===== src/rtl/mmu_tx_pkg.sv =====
// Shared constants for the TX token-bucket shaper and its tick generator.
package mmu_tx_pkg;
    localparam int LEN_WIDTH      = 14;
    localparam int TOKEN_WIDTH    = 20;
    localparam int MAX_INFLIGHT   = 64;
    localparam int STALL_MS_US    = 1000;
    localparam int ERR_DONE_UFLOW = 0;
    localparam int ERR_STALL      = 1;
endpackage


===== src/rtl/mmu_tick_gen.sv =====
// 1 us tick generator: pulses once every cfg clock cycles (every cycle for cfg 0/1).
module mmu_tick_gen (
    input  logic       clk_sys,
    input  logic       reset,
    input  logic [7:0] cfg,
    output logic       tick
);
    logic [7:0] r_cnt;
    logic       w_tick;

    // The >= compare lets a lowered cfg take effect at once instead of waiting for a wrap.
    assign w_tick = (cfg <= 8'd1) || (r_cnt >= (cfg - 8'd1));
    assign tick   = w_tick;

    always_ff @(posedge clk_sys) begin
        if (!reset) begin
            r_cnt <= '0;
        end else if (w_tick) begin
            r_cnt <= '0;
        end else begin
            r_cnt <= r_cnt + 8'd1;
        end
    end
endmodule


===== src/rtl/mmu_tx_shaper.sv =====
// Token-bucket TX admission shaper with in-flight limiting, frame counter and sticky errors.
module mmu_tx_shaper
    import mmu_tx_pkg::*;
(
    input  logic                   clk_sys,
    input  logic                   reset,
    input  logic                   tx_req_vld,
    input  logic [LEN_WIDTH-1:0]   tx_req_len,
    output logic                   tx_req_rdy,
    input  logic                   tx_done,
    input  logic                   reg_shaper_en,
    input  logic [7:0]             reg_timer_1us_cfg,
    input  logic [15:0]            reg_token_rate,
    input  logic [TOKEN_WIDTH-1:0] reg_token_depth,
    input  logic                   reg_err_clr,
    output logic [31:0]            reg_tx_frm_cnt,
    output logic [6:0]             reg_inflight_cnt,
    output logic [1:0]             reg_shaper_err
);
    localparam int TW1 = TOKEN_WIDTH + 1;
    localparam int SW  = $clog2(STALL_MS_US + 1);

    logic                   w_tick;
    logic                   w_accept;
    logic                   w_tok_ok;
    logic                   w_room;
    logic                   w_stall_cond;
    logic [TW1-1:0]         w_tok_sum;
    logic [TOKEN_WIDTH-1:0] w_tok_next;
    logic [1:0]             w_err_set;

    logic [TOKEN_WIDTH-1:0] r_tokens;
    logic [6:0]             r_inflight;
    logic [SW-1:0]          r_stall_cnt;
    logic [31:0]            r_frm_cnt;
    logic [1:0]             r_err;

    mmu_tick_gen u_tick (
        .clk_sys (clk_sys),
        .reset   (reset),
        .cfg     (reg_timer_1us_cfg),
        .tick    (w_tick)
    );

    assign w_tok_ok     = !reg_shaper_en || (r_tokens >= TOKEN_WIDTH'(tx_req_len));
    assign w_room       = r_inflight < 7'(MAX_INFLIGHT);
    assign tx_req_rdy   = w_tok_ok && w_room;
    assign w_accept     = tx_req_vld && tx_req_rdy;
    assign w_stall_cond = tx_req_vld && !tx_req_rdy;

    // One bit of headroom so a tick refill above depth is seen before clamping.
    always_comb begin
        w_tok_sum = {1'b0, r_tokens}
                  - ((w_accept && reg_shaper_en) ? TW1'(tx_req_len) : TW1'(0))
                  + (w_tick ? TW1'(reg_token_rate) : TW1'(0));
        if (!reg_shaper_en) begin
            w_tok_next = reg_token_depth;
        end else if (w_tok_sum > {1'b0, reg_token_depth}) begin
            w_tok_next = reg_token_depth;
        end else begin
            w_tok_next = w_tok_sum[TOKEN_WIDTH-1:0];
        end
    end

    always_comb begin
        w_err_set                 = '0;
        w_err_set[ERR_DONE_UFLOW] = tx_done && (r_inflight == 7'd0);
        w_err_set[ERR_STALL]      = w_stall_cond && w_tick
                                  && (r_stall_cnt == SW'(STALL_MS_US - 1));
    end

    always_ff @(posedge clk_sys) begin
        if (!reset) begin
            r_tokens    <= '0;
            r_inflight  <= '0;
            r_stall_cnt <= '0;
            r_frm_cnt   <= '0;
            r_err       <= '0;
        end else begin
            r_tokens <= w_tok_next;

            case ({w_accept, tx_done})
                2'b10:   r_inflight <= r_inflight + 7'd1;
                2'b01:   r_inflight <= (r_inflight == 7'd0) ? 7'd0 : r_inflight - 7'd1;
                default: r_inflight <= r_inflight;
            endcase

            if (!w_stall_cond) begin
                r_stall_cnt <= '0;
            end else if (w_tick && (r_stall_cnt != SW'(STALL_MS_US))) begin
                r_stall_cnt <= r_stall_cnt + SW'(1);
            end

            if (w_accept) begin
                r_frm_cnt <= r_frm_cnt + 32'd1;
            end

            r_err <= (reg_err_clr ? 2'b00 : r_err) | w_err_set;
        end
    end

    assign reg_tx_frm_cnt   = r_frm_cnt;
    assign reg_inflight_cnt = r_inflight;
    assign reg_shaper_err   = r_err;
endmodule


===== config.mk =====
export PLATFORM = sky130hd
export DESIGN_NAME = mmu_tx_shaper
export DESIGN_NICKNAME = d
export VERILOG_FILES = /design/src/rtl/mmu_tx_pkg.sv /design/src/rtl/mmu_tick_gen.sv /design/src/rtl/mmu_tx_shaper.sv
export SDC_FILE = /design/constraint.sdc
export NUM_CORES = 1
export LEC_CHECK = 0
export ABC_AREA = 1
export ABC_CLOCK_PERIOD_IN_PS = 13200
export BUFFER_PORTS_ARGS = -buffer_cell sky130_fd_sc_hd__buf_4
export CAP_MARGIN = 20
export CORE_ASPECT_RATIO = 1.25
export CORE_MARGIN = 10
export CORE_UTILIZATION = 30
export CTS_CLUSTER_DIAMETER = 100
export CTS_CLUSTER_SIZE = 30
export DETAILED_ROUTE_END_ITERATION = 6
export GPL_ROUTABILITY_DRIVEN = 0
export PLACE_DENSITY = 0.59
export SLEW_MARGIN = 0
export SYNTH_ARGS = -nofsm -noshare
export SYNTH_HDL_FRONTEND = slang
export SYNTH_SLANG_ARGS = --single-unit

===== constraint.sdc =====
create_clock -name clk_sys -period 13.2 [get_ports clk_sys]
set_input_delay 2.64 -clock clk_sys [delete_from_list [all_inputs] [get_ports clk_sys]]
set_output_delay 2.64 -clock clk_sys [all_outputs]
set_load 0.01 [all_outputs]

== Word level (Yosys, flattened, before mapping) ==
Cells that the tools add are included.
Operators by class
  $add $sub $neg: 8
  multipliers: 0
  div/mod/pow operators: 0
  order comparisons: 5
  equality and inequality tests: 4
  shifts and indexed selects: 0
  multiplexer cells: 7
  bitwise operators: 2
  reduce and logical (&&, ||, !) cells: 16
Operators with widths (count)
  20-bit two-way mux: 2
  32-bit by 1-bit adder with 32-bit output (second input constant): 1
  21-bit by 16-bit adder with 21-bit output: 1
  21-bit by 20-bit greater-than comparator with 1-bit output: 1
  20-bit by 14-bit subtractor with 21-bit output: 1
  20-bit by 14-bit >= comparator with 1-bit output: 1
  16-bit two-way mux: 1
  14-bit two-way mux: 1
  7-bit one-hot mux with 2 select lines: 1
  10-bit by 1-bit adder with 10-bit output (second input constant): 1
  10-bit equality test (second input constant): 1
  10-bit != test (second input constant): 1
  8-bit by 1-bit adder with 8-bit output (second input constant): 1
  8-bit >= comparator: 1
  8-bit by 1-bit less-or-equal comparator with 1-bit output (second input constant): 1
  1-bit logical AND: 8
  8-bit by 1-bit subtractor with 8-bit output (second input constant): 1
  7-bit by 1-bit adder with 7-bit output (second input constant): 1
  7-bit zero test: 1
  7-bit < comparator (second input constant): 1
  7-bit two-way mux: 1
  7-bit by 1-bit subtractor with 7-bit output (second input constant): 1
  2-bit by 1-bit equality test with 1-bit output (second input constant): 1
  2-bit equality test (second input constant): 1
  8 further kinds: 10
Storage, ports and cells
  register bits after elaboration: 79
  latch bits: 0
  memory bits (writable): 0
  memory bits (read-only): 0
  output and inout port bits: 42
  memories: 0

== Depth between registers and ports, before layout ==
  depth after elaboration: 11
  gate-level depth with buffers: 43
  gate-level depth less buffers: 41

== Modules after synthesis ==
A second synthesis with hierarchy kept.
Unflattened totals
  cell total of the unflattened synthesis: 1125
  area total of the unflattened synthesis: 7444.6 µm²
Modules (own cells, without submodules)
  mmu_tx_shaper: instances 1, cells an instance 1022, area each 6732.7 µm², seq. area each 1421.4 µm²
  mmu_tick_gen: instances 1, cells an instance 103, area each 711.9 µm², seq. area each 160.2 µm²

== Least setup slack after synthesis ==
Ideal clock, no wire load.
  kind: input to register
  from: input reg_timer_1us_cfg[2]
  to: register r_tokens[0]
  data arrival time: 7.578 ns
  path slack: 5.507 ns
  stages: 41
  buffers on the path: 3
  path through: nor2_1 -> nand2_1 -> nor3_1 -> nor3b_1 -> xnor2_1 -> ha_1 -> nand2_1 -> nor2_1 -> nand2_1 -> nand4_1 -> buf_2 -> buf_1 -> nand2_1 -> fa_1 -> inv_1 -> fa_1 -> nand3_1 -> nand2_1 -> (+5 left out) -> inv_1 -> ha_1 -> nand2_1 -> nor2_1 -> inv_1 -> nor2_1 -> nand2_1 -> nand2_1 -> nand2_1 -> nand2_1 -> nand2_1 -> nand2_1 -> nand2_1 -> nand2_1 -> nand2_2 -> buf_6 -> a21oi_1 -> nor2_1
On the way
  cells in the longest elaborated chain, start to end: 8
  elaborated cells on any way between the ends: 9
  those cells by class: add/sub: 2; order compare: 3; mux: 3; reduce/logical: 1
Ends and longest elaborated chain
  from (decl): RTL line mmu_tx_shaper.sv:12  | input logic [7:0] reg_timer_1us_cfg,
  8-bit by 1-bit subtractor with 8-bit output: RTL line mmu_tick_gen.sv:12  | assign w_tick = (cfg <= 8'd1) || (r_cnt >= (cfg - 8'd1));
  8-bit >= comparator: RTL line mmu_tick_gen.sv:12
  1-bit logical OR *: RTL line mmu_tick_gen.sv:12
  16-bit two-way mux *: RTL line mmu_tx_shaper.sv:55  | + (w_tick ? TW1'(reg_token_rate) : TW1'(0));
  21-bit by 16-bit adder with 21-bit output *: RTL line mmu_tx_shaper.sv:55
  21-bit by 20-bit greater-than comparator with 1-bit output: RTL line mmu_tx_shaper.sv:58  | end else if (w_tok_sum > {1'b0, reg_token_depth}) begin
  20-bit two-way mux *: RTL line mmu_tx_shaper.sv:58
  20-bit two-way mux *: RTL line mmu_tx_shaper.sv:56  | if (!reg_shaper_en) begin
  to (signal assigned): RTL line mmu_tx_shaper.sv:80  | r_tokens <= w_tok_next;
  to (decl): RTL line mmu_tx_shaper.sv:32  | logic [TOKEN_WIDTH-1:0] r_tokens;
Mark *: on every way between the ends. The rest lies on a longest branch, timed or not.
A chain may end at the register's enable or synchronous reset.

== Final worst setup path ==
  from: input tx_req_len[9]
  to: register r_tokens[9]
On the way
  cells in the longest elaborated chain, start to end: 11
Ends and longest elaborated chain
  from (decl): RTL line mmu_tx_shaper.sv:8  | input logic [LEN_WIDTH-1:0] tx_req_len,
  20-bit by 14-bit >= comparator with 1-bit output: RTL line mmu_tx_shaper.sv:45  | assign w_tok_ok = !reg_shaper_en || (r_tokens >= TOKEN_WIDTH'(tx_req_len));
  1-bit logical OR: RTL line mmu_tx_shaper.sv:45
  1-bit logical AND: RTL line mmu_tx_shaper.sv:47  | assign tx_req_rdy = w_tok_ok && w_room;
  1-bit logical AND: RTL line mmu_tx_shaper.sv:48  | assign w_accept = tx_req_vld && tx_req_rdy;
  1-bit logical AND: RTL line mmu_tx_shaper.sv:54  | - ((w_accept && reg_shaper_en) ? TW1'(tx_req_len) : TW1'(0))
  14-bit two-way mux *: RTL line mmu_tx_shaper.sv:54
  20-bit by 14-bit subtractor with 21-bit output *: RTL line mmu_tx_shaper.sv:54
  21-bit by 16-bit adder with 21-bit output *: RTL line mmu_tx_shaper.sv:55
  21-bit by 20-bit greater-than comparator with 1-bit output: RTL line mmu_tx_shaper.sv:58
  20-bit two-way mux *: RTL line mmu_tx_shaper.sv:58
  20-bit two-way mux *: RTL line mmu_tx_shaper.sv:56
Marked as above.

==> flow_metrics.tcl <==
set metrics [dict create \
    status "completed" \
    fin_crit_sh 0.682 \
    route.vias.total 7274 \
    p_leak_nw 4.19 \
    reg2reg_slack_ns 6.23 \
    final.setup_skew_ns 0.0156 \
    crit_slowest_cell "nand4_2" \
    worstSetupEndpointType "register" \
    crit_arrival_ns 9.24 \
    ios 106 \
    hold_path_depth 2 \
    syn_area_per_cell_um2 6.50 \
    fmax_ghz 0.111 \
    clock_latency_ns 0.35 \
    critPathRequiredTime_ns 13.44 \
    ctsResizeCount 0 \
    drt_wl_total_mm 20.8 \
    postSynthNetCount 1297 \
    maxCapViolations 0 \
    drt-initial-drc-count 309 \
    track_usage 0.130 \
    tightest_slew_ns 1.01 \
    synthToLayoutAreaGrowth_pct 17.6 \
    io_buffers 105 \
    fin_nets 1382 \
    postRouteAntennaNets 0 \
    cts_root_buf "clkbuf_16" \
    core_mm2 0.0244 \
    whs_endpoint "reg_shaper_err[1]" \
    clkSinkCount 79 \
    hp-class "register to register" \
    start_util 0.303 \
    power_density_mw_per_mm2 236 \
    rows 64 \
    tns_ns 0 \
    gr-total-overflow 0 \
    yosys_warnings 0 \
    yosysTopAreaCell "dfxtp_1" \
    die-width_um 161 \
    synthCells 1141 \
    cp_common_cell "nand2_1" \
    critical_path_peak_fanout 40 \
    syn_area_mm2 0.00741 \
    cpPeakStageDelay_ns 0.70 \
    drive_above_1_share 0.109 \
    synth_top_area_frac 0.213 \
    antenna_found_initial 2 \
    hold_viol 0 \
    synth-seq-cells 79 \
    ys_seq_area_frac 0.213 \
    cts_tree "built" \
    grt_pass1_wl_mm 34.3 \
    crit_family "simple AND/OR/NAND/NOR gates" \
    multi_input_area_mm2 0.00486 \
    synthTopCellsByArea "dfxtp_1 21%, nand2_1 13%, ha_1 13%, inv_1 10%, a21oi_1 6.8%" \
    period_needed_ns 9.00 \
    start_kind "input port" \
    setup_viol 0 \
    drc 0 \
    first_pass_iters 4 \
    drt-wirelength-per-cell_um 13.3 \
    power_w 0.00206 \
    relSlewSlack 0.323 \
    dp_hpwl_mm 16.9 \
    grt_pass1_vias 7118 \
    htreeDepth 3 \
    ys_types 44 \
    rr_startpoint "r_tokens[11]" \
    viasPerCell 4.66 \
    cts_buffer_depth 2 \
    cts_hold_buf 0 \
    hp-start "reg_shaper_err[1]" \
    die_area_mm2 0.0314 \
    postCtsSetupBuffers 0 \
    reg2reg_depth 38 \
    die_h_um 196 \
    worstSetupStartpoint "tx_req_len[9]" \
    seq_area_mm2 0.00158 \
    timing.rr.end "r_tokens[9]" \
    fill_cells 2704 \
    crit_buf_inv 6 \
    grt_setup_unrepaired "false" \
    drv_slew 0 \
    grt_max_degree 41 \
    ir_worst_vdd_uv 150 \
    cts_buffers 9 \
    path_class "input port to register" \
    clkTransAtPathRegs_ns 0.07 \
]
==> where the power goes <==
part / switching [W] / total, W / internal [W]
Clock: 0.000113 / 0.000243 / 0.000131
Sequential: 0.0000459 / 0.000327 / 0.000281
Combinational: 0.000967 / 0.00149 / 0.000519
Total: 0.00113 / 0.00206 / 0.000930
==> logic make-up (layout without fill, tap and decap cells) <==
family / count (synthesis) / count (layout) / share of synthesized area
buffers and inverters: 240 / 330 / 0.131
and+or+nand+nor: 531 / 531 / 0.315
AOI/OAI and AO/OA: 137 / 137 / 0.0982
other: 0 / 1 / 0
adders and majority gates: 92 / 92 / 0.169
DFF: 79 / 79 / 0.213
xor gates and xnor gates: 62 / 62 / 0.0733
==> per-stage QoR <==
stage | hold WS [ns] | cell area, um^2 | setup WS (ns) | std cells | util
global placement | 0.458 | 8430 | 3.99 | 1545 | 0.345
detailed placement | 0.457 | 8430 | 3.84 | 1545 | 0.345
global route | 0.499 | 8710 | 3.49 | 1561 | 0.357
finish | 0.470 | 8710 | 4.20 | 1562 | 0.357
CTS | 0.473 | 8710 | 4.21 | 1561 | 0.357
floorplan | 0.441 | 7410 | 5.51 | 1141 | -
==> area by class of cell <==
cell class              count  area share
multi-input cells         822       0.558
flip-flops and latches     79       0.182
repair buffers            106      0.0913
inverters                 208      0.0896
well taps                 330      0.0474
clock buffers              10      0.0263
clock inverters             6     0.00574
diodes                      1    0.000287
==> per-layer routing <==
metal | part of all wire | vias to the layer above | global-route usage
li1 | - | 3824 | -
met1 | 0.43 | 3285 | 0.146
met2 | 0.49 | 141 | 0.233
met3 | 0.058 | 22 | 0.0329
met4 | 0.019 | 2 | 0.0436
met5 | 0.00077 | - | 0
==> synth_stat cells (all sizes together) <==
library cell  count
a21oi           101
nor3b             5
nor4              3
a21o              2
or3               1
a22oi             1
o211ai            1
buf              20
nand2           263
o21a              1
o21bai            3
o2111ai           1
a31oi             5
nor2            106
o31ai             1
nor3             40
nand3            64
inv             205
and3              1
dfxtp            79
xnor2            22
ha               78
nand4            46
clkbuf           12
o31a              1
fa               14
clkinv            3
and2              1
xor2             40
o21ai            19
nand3b            1
a211oi            1
==> worst register-to-register path: cells and delay by family, from the launching register on <==
family / cells / cell delay [ns]
adder cells (fa/ha/maj): 4 / 1.43
XOR/XNOR: 1 / 0.28
AO/OA/AOI/OAI: 4 / 0.94
buffers and inverters: 5 / 0.33
AND/OR/NAND/NOR: 24 / 3.45
flip-flops: 1 / 0.42
==> sequential cells by signal, indices dropped and copies added (netlist names) <==
signal            flops
r_stall_cnt          10
reg_shaper_err        2
r_tokens             20
reg_inflight_cnt      7
u_tick.r_cnt          8
reg_tx_frm_cnt       32
==> placed cells by master (no fill, tap or decap), types with 2 or more instances in the layout <==
cell	count
a21o_1	2
nor2_2	2
nor3_1	37
inv_1	205
a31oi_1	5
o21bai_1	3
o21ai_0	17
nand3_2	3
nor3b_1	5
inv_6	3
xnor2_1	22
fa_1	14
nand2_1	262
nor4_1	2
nand4_1	45
nor3_2	3
ha_1	78
clkinv_1	3
buf_4	106
o21ai_1	2
clkbuf_16	9
xor2_1	40
a21oi_1	100
nand3_1	61
dfxtp_1	79
nor2_1	103
==> worst max-delay path by stage <==
stage / endpoint / cells past startpoint
6_report: r_tokens[9] / 40
5_1_grt: r_tokens[7] / 40
4_1_cts: r_tokens[19] / 40
3_5_place_dp: r_tokens[19] / 40
3_3_place_gp: r_tokens[2] / 40
2_1_floorplan: r_tokens[0] / 41
No activity file was read; power rests on OpenSTA's default activity.
